===== src/rtl/control_pkg.sv =====
// Shared definitions for the multicycle control unit: FSM states, instruction
// encodings, ALU operation codes and the operand/PC mux encodings that the
// datapath muxes decode as well.
package control_pkg;

  typedef enum logic [3:0] {
    S_RESET,
    S_FETCH,
    S_FWAIT,
    S_DECODE,
    S_EXEC_R,
    S_EXEC_I,
    S_WB_R,
    S_WB_I,
    S_MADDR,
    S_LRD,
    S_LWAIT,
    S_LWB,
    S_SWR,
    S_BRANCH,
    S_JUMP,
    S_EXC
  } state_t;

  localparam logic [5:0] OP_RTYPE = 6'h00;
  localparam logic [5:0] OP_ADDI  = 6'h08;
  localparam logic [5:0] OP_LW    = 6'h23;
  localparam logic [5:0] OP_SW    = 6'h2B;
  localparam logic [5:0] OP_BEQ   = 6'h04;
  localparam logic [5:0] OP_J     = 6'h02;

  localparam logic [5:0] FN_ADD = 6'h20;
  localparam logic [5:0] FN_SUB = 6'h22;
  localparam logic [5:0] FN_AND = 6'h24;

  localparam logic [2:0] ALU_NONE = 3'b000;
  localparam logic [2:0] ALU_ADD  = 3'b001;
  localparam logic [2:0] ALU_SUB  = 3'b010;
  localparam logic [2:0] ALU_AND  = 3'b011;

  localparam logic [1:0] SRCB_B   = 2'b00;
  localparam logic [1:0] SRCB_4   = 2'b01;
  localparam logic [1:0] SRCB_IMM = 2'b10;

  localparam logic [1:0] PCSRC_ALU    = 2'b00;
  localparam logic [1:0] PCSRC_ALUOUT = 2'b01;
  localparam logic [1:0] PCSRC_JUMP   = 2'b10;
  localparam logic [1:0] PCSRC_EXC    = 2'b11;

  // A wait state spends its last cycle when the counter is at 1; treating 0
  // the same way keeps an out-of-range zero wait from wrapping to 7.
  function automatic logic wait_last(input logic [2:0] wcnt);
    return (wcnt <= 3'd1);
  endfunction

endpackage


===== src/rtl/control_alu_dec.sv =====
// ALU operation decoder: chooses the ALU operation for the current state and
// reports whether an R-type funct field is one the machine implements.
module control_alu_dec
  import control_pkg::*;
(
  input  state_t     state,
  input  logic [5:0] funct,
  output logic [2:0] alu_op,
  output logic       funct_valid
);

  logic [2:0] rtype_op;

  // Map the R-type funct field onto an ALU code and flag unsupported functs.
  always_comb begin
    rtype_op    = ALU_NONE;
    funct_valid = 1'b0;
    case (funct)
      FN_ADD: begin rtype_op = ALU_ADD; funct_valid = 1'b1; end
      FN_SUB: begin rtype_op = ALU_SUB; funct_valid = 1'b1; end
      FN_AND: begin rtype_op = ALU_AND; funct_valid = 1'b1; end
      default: ;
    endcase
  end

  // Address/PC arithmetic adds, branch compares subtract, R-type follows funct.
  always_comb begin
    alu_op = ALU_NONE;
    case (state)
      S_FETCH, S_DECODE, S_EXEC_I, S_MADDR: alu_op = ALU_ADD;
      S_EXEC_R:                             alu_op = rtype_op;
      S_BRANCH:                             alu_op = ALU_SUB;
      default: ;
    endcase
  end

endmodule


===== src/rtl/control_unit.sv =====
// Multicycle control FSM. Outputs are a pure function of the registered state
// (including the memory wait counter), so the datapath sees glitch-free,
// cycle-aligned control for every step of each instruction.
module control_unit
  import control_pkg::*;
#(
  parameter int unsigned MEM_WAIT = 1
) (
  input  logic       clk,
  input  logic       reset,
  input  logic [5:0] opcode,
  input  logic [5:0] funct,
  input  logic       zero,
  input  logic       overflow,
  output logic       pc_write,
  output logic       pc_write_cond,
  output logic       iord,
  output logic       mem_write,
  output logic       ir_write,
  output logic       reg_dst,
  output logic       mem_to_reg,
  output logic       reg_write,
  output logic       alu_src_a,
  output logic [1:0] alu_src_b,
  output logic       shift_imm,
  output logic [2:0] alu_op,
  output logic       alu_out_write,
  output logic [1:0] pc_source,
  output logic       epc_write
);

  localparam logic [2:0] WAIT_LOAD = 3'(MEM_WAIT);

  state_t     state, state_next;
  logic [2:0] wcnt, wcnt_next;
  logic       funct_valid;

  // The branch decision on zero is made by the datapath through pc_write_cond.
  logic unused_zero;
  assign unused_zero = zero;

  control_alu_dec u_alu_dec (
    .state       (state),
    .funct       (funct),
    .alu_op      (alu_op),
    .funct_valid (funct_valid)
  );

  // State and wait counter registers; reset aborts any instruction at once.
  always_ff @(posedge clk or posedge reset) begin
    if (reset) begin
      state <= S_RESET;
      wcnt  <= 3'd0;
    end else begin
      state <= state_next;
      wcnt  <= wcnt_next;
    end
  end

  // Next state and wait counter; the counter is loaded when entering a wait
  // state and counts down while the memory access is outstanding.
  always_comb begin
    state_next = state;
    wcnt_next  = 3'd0;
    case (state)
      S_RESET:  state_next = S_FETCH;
      S_FETCH: begin
        state_next = S_FWAIT;
        wcnt_next  = WAIT_LOAD;
      end
      S_FWAIT: begin
        if (wait_last(wcnt)) state_next = S_DECODE;
        else                 wcnt_next  = wcnt - 3'd1;
      end
      S_DECODE: begin
        case (opcode)
          OP_RTYPE:     state_next = funct_valid ? S_EXEC_R : S_FETCH;
          OP_ADDI:      state_next = S_EXEC_I;
          OP_LW, OP_SW: state_next = S_MADDR;
          OP_BEQ:       state_next = S_BRANCH;
          OP_J:         state_next = S_JUMP;
          default:      state_next = S_FETCH;
        endcase
      end
      S_EXEC_R: state_next = (overflow && (funct != FN_AND)) ? S_EXC : S_WB_R;
      S_EXEC_I: state_next = overflow ? S_EXC : S_WB_I;
      S_MADDR:  state_next = (opcode == OP_SW) ? S_SWR : S_LRD;
      S_LRD: begin
        state_next = S_LWAIT;
        wcnt_next  = WAIT_LOAD;
      end
      S_LWAIT: begin
        if (wait_last(wcnt)) state_next = S_LWB;
        else                 wcnt_next  = wcnt - 3'd1;
      end
      S_WB_R, S_WB_I, S_LWB, S_SWR, S_BRANCH, S_JUMP, S_EXC:
        state_next = S_FETCH;
      default: state_next = S_RESET;
    endcase
  end

  // Moore output decode; every control defaults to inactive.
  always_comb begin
    pc_write      = 1'b0;
    pc_write_cond = 1'b0;
    iord          = 1'b0;
    mem_write     = 1'b0;
    ir_write      = 1'b0;
    reg_dst       = 1'b0;
    mem_to_reg    = 1'b0;
    reg_write     = 1'b0;
    alu_src_a     = 1'b0;
    alu_src_b     = SRCB_B;
    shift_imm     = 1'b0;
    alu_out_write = 1'b0;
    pc_source     = PCSRC_ALU;
    epc_write     = 1'b0;
    case (state)
      S_FETCH: begin
        alu_src_b = SRCB_4;
        pc_write  = 1'b1;
      end
      S_FWAIT:  ir_write = wait_last(wcnt);
      S_DECODE: begin
        alu_src_b     = SRCB_IMM;
        shift_imm     = 1'b1;
        alu_out_write = 1'b1;
      end
      S_EXEC_R: begin
        alu_src_a     = 1'b1;
        alu_out_write = 1'b1;
      end
      S_EXEC_I, S_MADDR: begin
        alu_src_a     = 1'b1;
        alu_src_b     = SRCB_IMM;
        alu_out_write = 1'b1;
      end
      S_WB_R: begin
        reg_write = 1'b1;
        reg_dst   = 1'b1;
      end
      S_WB_I:   reg_write = 1'b1;
      S_LRD, S_LWAIT: iord = 1'b1;
      S_LWB: begin
        reg_write  = 1'b1;
        mem_to_reg = 1'b1;
      end
      S_SWR: begin
        iord      = 1'b1;
        mem_write = 1'b1;
      end
      S_BRANCH: begin
        alu_src_a     = 1'b1;
        pc_source     = PCSRC_ALUOUT;
        pc_write_cond = 1'b1;
      end
      S_JUMP: begin
        pc_source = PCSRC_JUMP;
        pc_write  = 1'b1;
      end
      S_EXC: begin
        epc_write = 1'b1;
        pc_source = PCSRC_EXC;
        pc_write  = 1'b1;
      end
      default: ;
    endcase
  end

endmodule

===== config.mk =====
export PLATFORM = sky130hd
export DESIGN_NAME = control_unit
export DESIGN_NICKNAME = d
export VERILOG_FILES = /design/src/rtl/control_pkg.sv /design/src/rtl/control_alu_dec.sv /design/src/rtl/control_unit.sv
export SDC_FILE = /design/constraint.sdc
export NUM_CORES = 1
export LEC_CHECK = 0
export ABC_CLOCK_PERIOD_IN_PS = 1900
export BUFFER_PORTS_ARGS = -buffer_cell sky130_fd_sc_hd__buf_2
export CAP_MARGIN = 20
export CORE_UTILIZATION = 40
export CTS_CLUSTER_SIZE = 10
export DETAILED_ROUTE_END_ITERATION = 12
export PLACE_DENSITY = 0.71
export SYNTH_ARGS = -nofsm -noshare
export SYNTH_HDL_FRONTEND = slang
export SYNTH_HIERARCHICAL = 1
export SYNTH_SLANG_ARGS = --single-unit

===== constraint.sdc =====
create_clock -name clk -period 1.9 [get_ports clk]
set_input_delay 0.19 -clock clk [delete_from_list [all_inputs] [get_ports clk]]
set_output_delay 0.19 -clock clk [all_outputs]
set_load 0.02 [all_outputs]

==> results_dict.tcl <==
set metrics [dict create \
    status "finished with violations" \
    failed_checks "design-rule violations" \
    grt-ovfl-total 0 \
    reg2reg_depth 4 \
    post-synth-top-area-cell "dfrtp_1" \
    dr.pass1.iters 9 \
    synthMuxAreaShare 0 \
    cts_sinks 7 \
    use_met1 0.2573 \
    clk_pin_slew_ns 0.05 \
    yosys.area_share.adder 0.04185 \
    rows 16 \
    hp-class "input port to flop" \
    layoutNonFillerInstCount 174 \
    top_usage_layer "met2" \
    cts_buffers 3 \
    cts_tree "done" \
    rsz0062_at_grt "false" \
    drv_cap 0 \
    syn_inst 110 \
    drt_iter0_markers 8 \
    async_reset_ff_frac 1.000 \
    rr_startpoint "state[1]$_DFFE_PP0P_" \
    avgRoutedWirePerCell_um 12.38 \
    syn_nets 128 \
    yosys.area_share.simple 0.3946 \
    end_kind "output port" \
    synth_top_cell_area_share 0.2093 \
    dp_cells 169 \
    die_y_um 47.75 \
    crit-reg2reg-capture "state[3]$_DFFE_PP0P_" \
    crit_arrival_ns 1.61 \
    drc 1 \
    vias 949 \
    fp.dieArea_um2 2280 \
    grt_pass1_vias 806 \
    relSlewSlack 0.6742 \
    postSynthAreaPerCell_um2 7.610 \
    synth_area_um2 837.1 \
    synthFlopType "dfrtp_1" \
    vias_per_cell 5.454 \
    power.density_nw_per_um2 1280 \
    startpoint_type "input port" \
    h-tree-depth 1 \
    p_leak_nw 0.4908 \
    fin_setup_tns_ns 0 \
    wl_um 2154 \
    hpwl_um 1691 \
    critPathSlowestCell "or4b_4" \
    grtUsageMet3 0.02264 \
    final.fill_count 207 \
    final_antenna_net_count 0 \
    clk_latency_ns 0.25 \
    antenna_found_initial 0 \
    layout.cells.most_common "buf_2" \
    drive_above_1_share 0.3469 \
    gp_congestion 0.8032 \
    synthTopCellsByArea "dfrtp_1, nand2b_1, nor2_1" \
    nets 166 \
    finalPower_mw 1.387 \
    final_util 0.5523 \
    clock_skew_ns 0.001904 \
    tightest_slew_ns 0.4826 \
    seq_area_frac_synth 0.2093 \
    drv_slew 0 \
    grt_pass1_wl_um 3325 \
    grt_usage 0.2072 \
    die_x_um 47.75 \
    holdPathStages 3 \
    clockBufferDepth 2 \
    grt_max_degree 19 \
    ctsRootBufferMaster "clkbuf_4" \
    finalHoldViolations 0 \
    fmax_mhz 554.1 \
    yosys_warnings 6 \
    coreArea_um2 1962 \
    post-route-cell-area_um2 1084 \
    synth.distinct_cells 44 \
    synth_top_family_by_area "simple AND/OR/NAND/NOR gates" \
    synth_edf_count 0 \
    setup_viol 0 \
    period_share 0.9498 \
    area_growth_syn_to_layout_pct 29.45 \
    hold_end "state[0]$_DFFE_PP0P_" \
    crit_chain "buf_2, or4b_4, or4_1, a21oi_1, buf_2" \
    synth_compound_area_frac 0.2451 \
    ir_drop_v 0.0005501 \
    port_buffers 32 \
    ios 35 \
    synthXorXnorAreaFrac 0.04185 \
    r2r_slack_ns 0.27 \
    layout_common_cells "buf_2, nor2_1, nand2b_1" \
    path_common_cell "buf_2" \
    path_class "input port to output port" \
    max_stage_delay_ns 0.54 \
    holdCritStartpoint "overflow" \
    grt_util_met2 0.3595 \
    cp.required_ns 1.71 \
    synth.ff_latch_count 7 \
    crit_fanout 3 \
    initial_core_util 0.4267 \
    finalCriticalPeriod_ns 1.805 \
    placed_area_um2 1046 \
    antennaDiodeCount 0 \
    postCtsSetupBuffers 0 \
]
## what timing repair did
action                     in CTS  in global routing
setup endpoints to repair       0                  6
gates resized for setup         0                  1
hold buffers                    1                  0
hold endpoints to repair        7                  0
## cell families (layout without fill, tap and decap cells)
logic type / after synthesis / in the layout
simple gates: 53 / 53
compound gates: 30 / 30
buf+inv: 12 / 49
flops: 7 / 7
xor+xnor: 4 / 4
fa+ha+maj: 3 / 3
other cells: 1 / 1
## worst max-delay path by stage
stage	startpoint	endpoint	depth (start not counted)
6_report	funct[0]	alu_op[1]	5
5_1_grt	state[0]$_DFFE_PP0P_	iord	4
4_1_cts	state[3]$_DFFE_PP0P_	alu_op[1]	3
3_5_place_dp	funct[0]	alu_op[1]	5
3_3_place_gp	funct[0]	alu_op[1]	5
2_1_floorplan	funct[0]	alu_op[1]	3
## sequential cells by signal, indices dropped and copies added (netlist names)
register / cells
wcnt: 3
state: 4
## layer usage
metal	up-vias	routed length (µm)
met3	0	77
met5	-	0
met4	0	0
met1	440	923
li1	480	-
met2	29	1153
## worst max-delay path: cells and delay by family
kind,cells,cell delay (ns)
AO/OA/AOI/OAI,1,0.14
AND/OR/NAND/NOR,2,1.01
buffers and inverters,2,0.27
## cells in the mapped netlist (2+ instances only)
master	number
a211oi_1	3
a21oi_1	6
buf_2	3
clkbuf_1	2
dfrtp_1	7
ha_1	2
inv_1	6
nand2_1	6
nand2b_1	8
nor2_1	11
nor2b_1	2
nor3_1	4
nor3b_1	4
nor4_1	2
nor4b_1	4
o21ai_0	6
or2_2	2
or3_1	2
or4b_4	2
xnor2_1	4
## stage by stage
| stage | hold slack [ns] | setup slack, ns |
|---|---|---|
| after floorplan | -0.006602 | 0.1445 |
| after detailed placement | 0.1357 | 0.09017 |
| after CTS | 0.2708 | 0.009345 |
| final | 0.2762 | 0.09537 |
| after global routing | 0.2951 | 0.006046 |
| after global placement | 0.1280 | 0.09532 |
## power breakdown
group | switching [mW] | internal (mW)
clock | 0.0546 | 0.0801
combinational | 0.529 | 0.393
sequential | 0.126 | 0.205
total | 0.710 | 0.678
## cell type report
class	instances	area, µm²	share of cell area
multi-input cells	91	609.3	0.5624
repair buffers	39	215.2	0.1986
flip-flops and latches	7	176.4	0.1628
well taps	27	33.78	0.03118
clock buffers	4	26.28	0.02425
inverters	6	22.52	0.02079
Note: power is estimated with default switching activity, not from simulation.
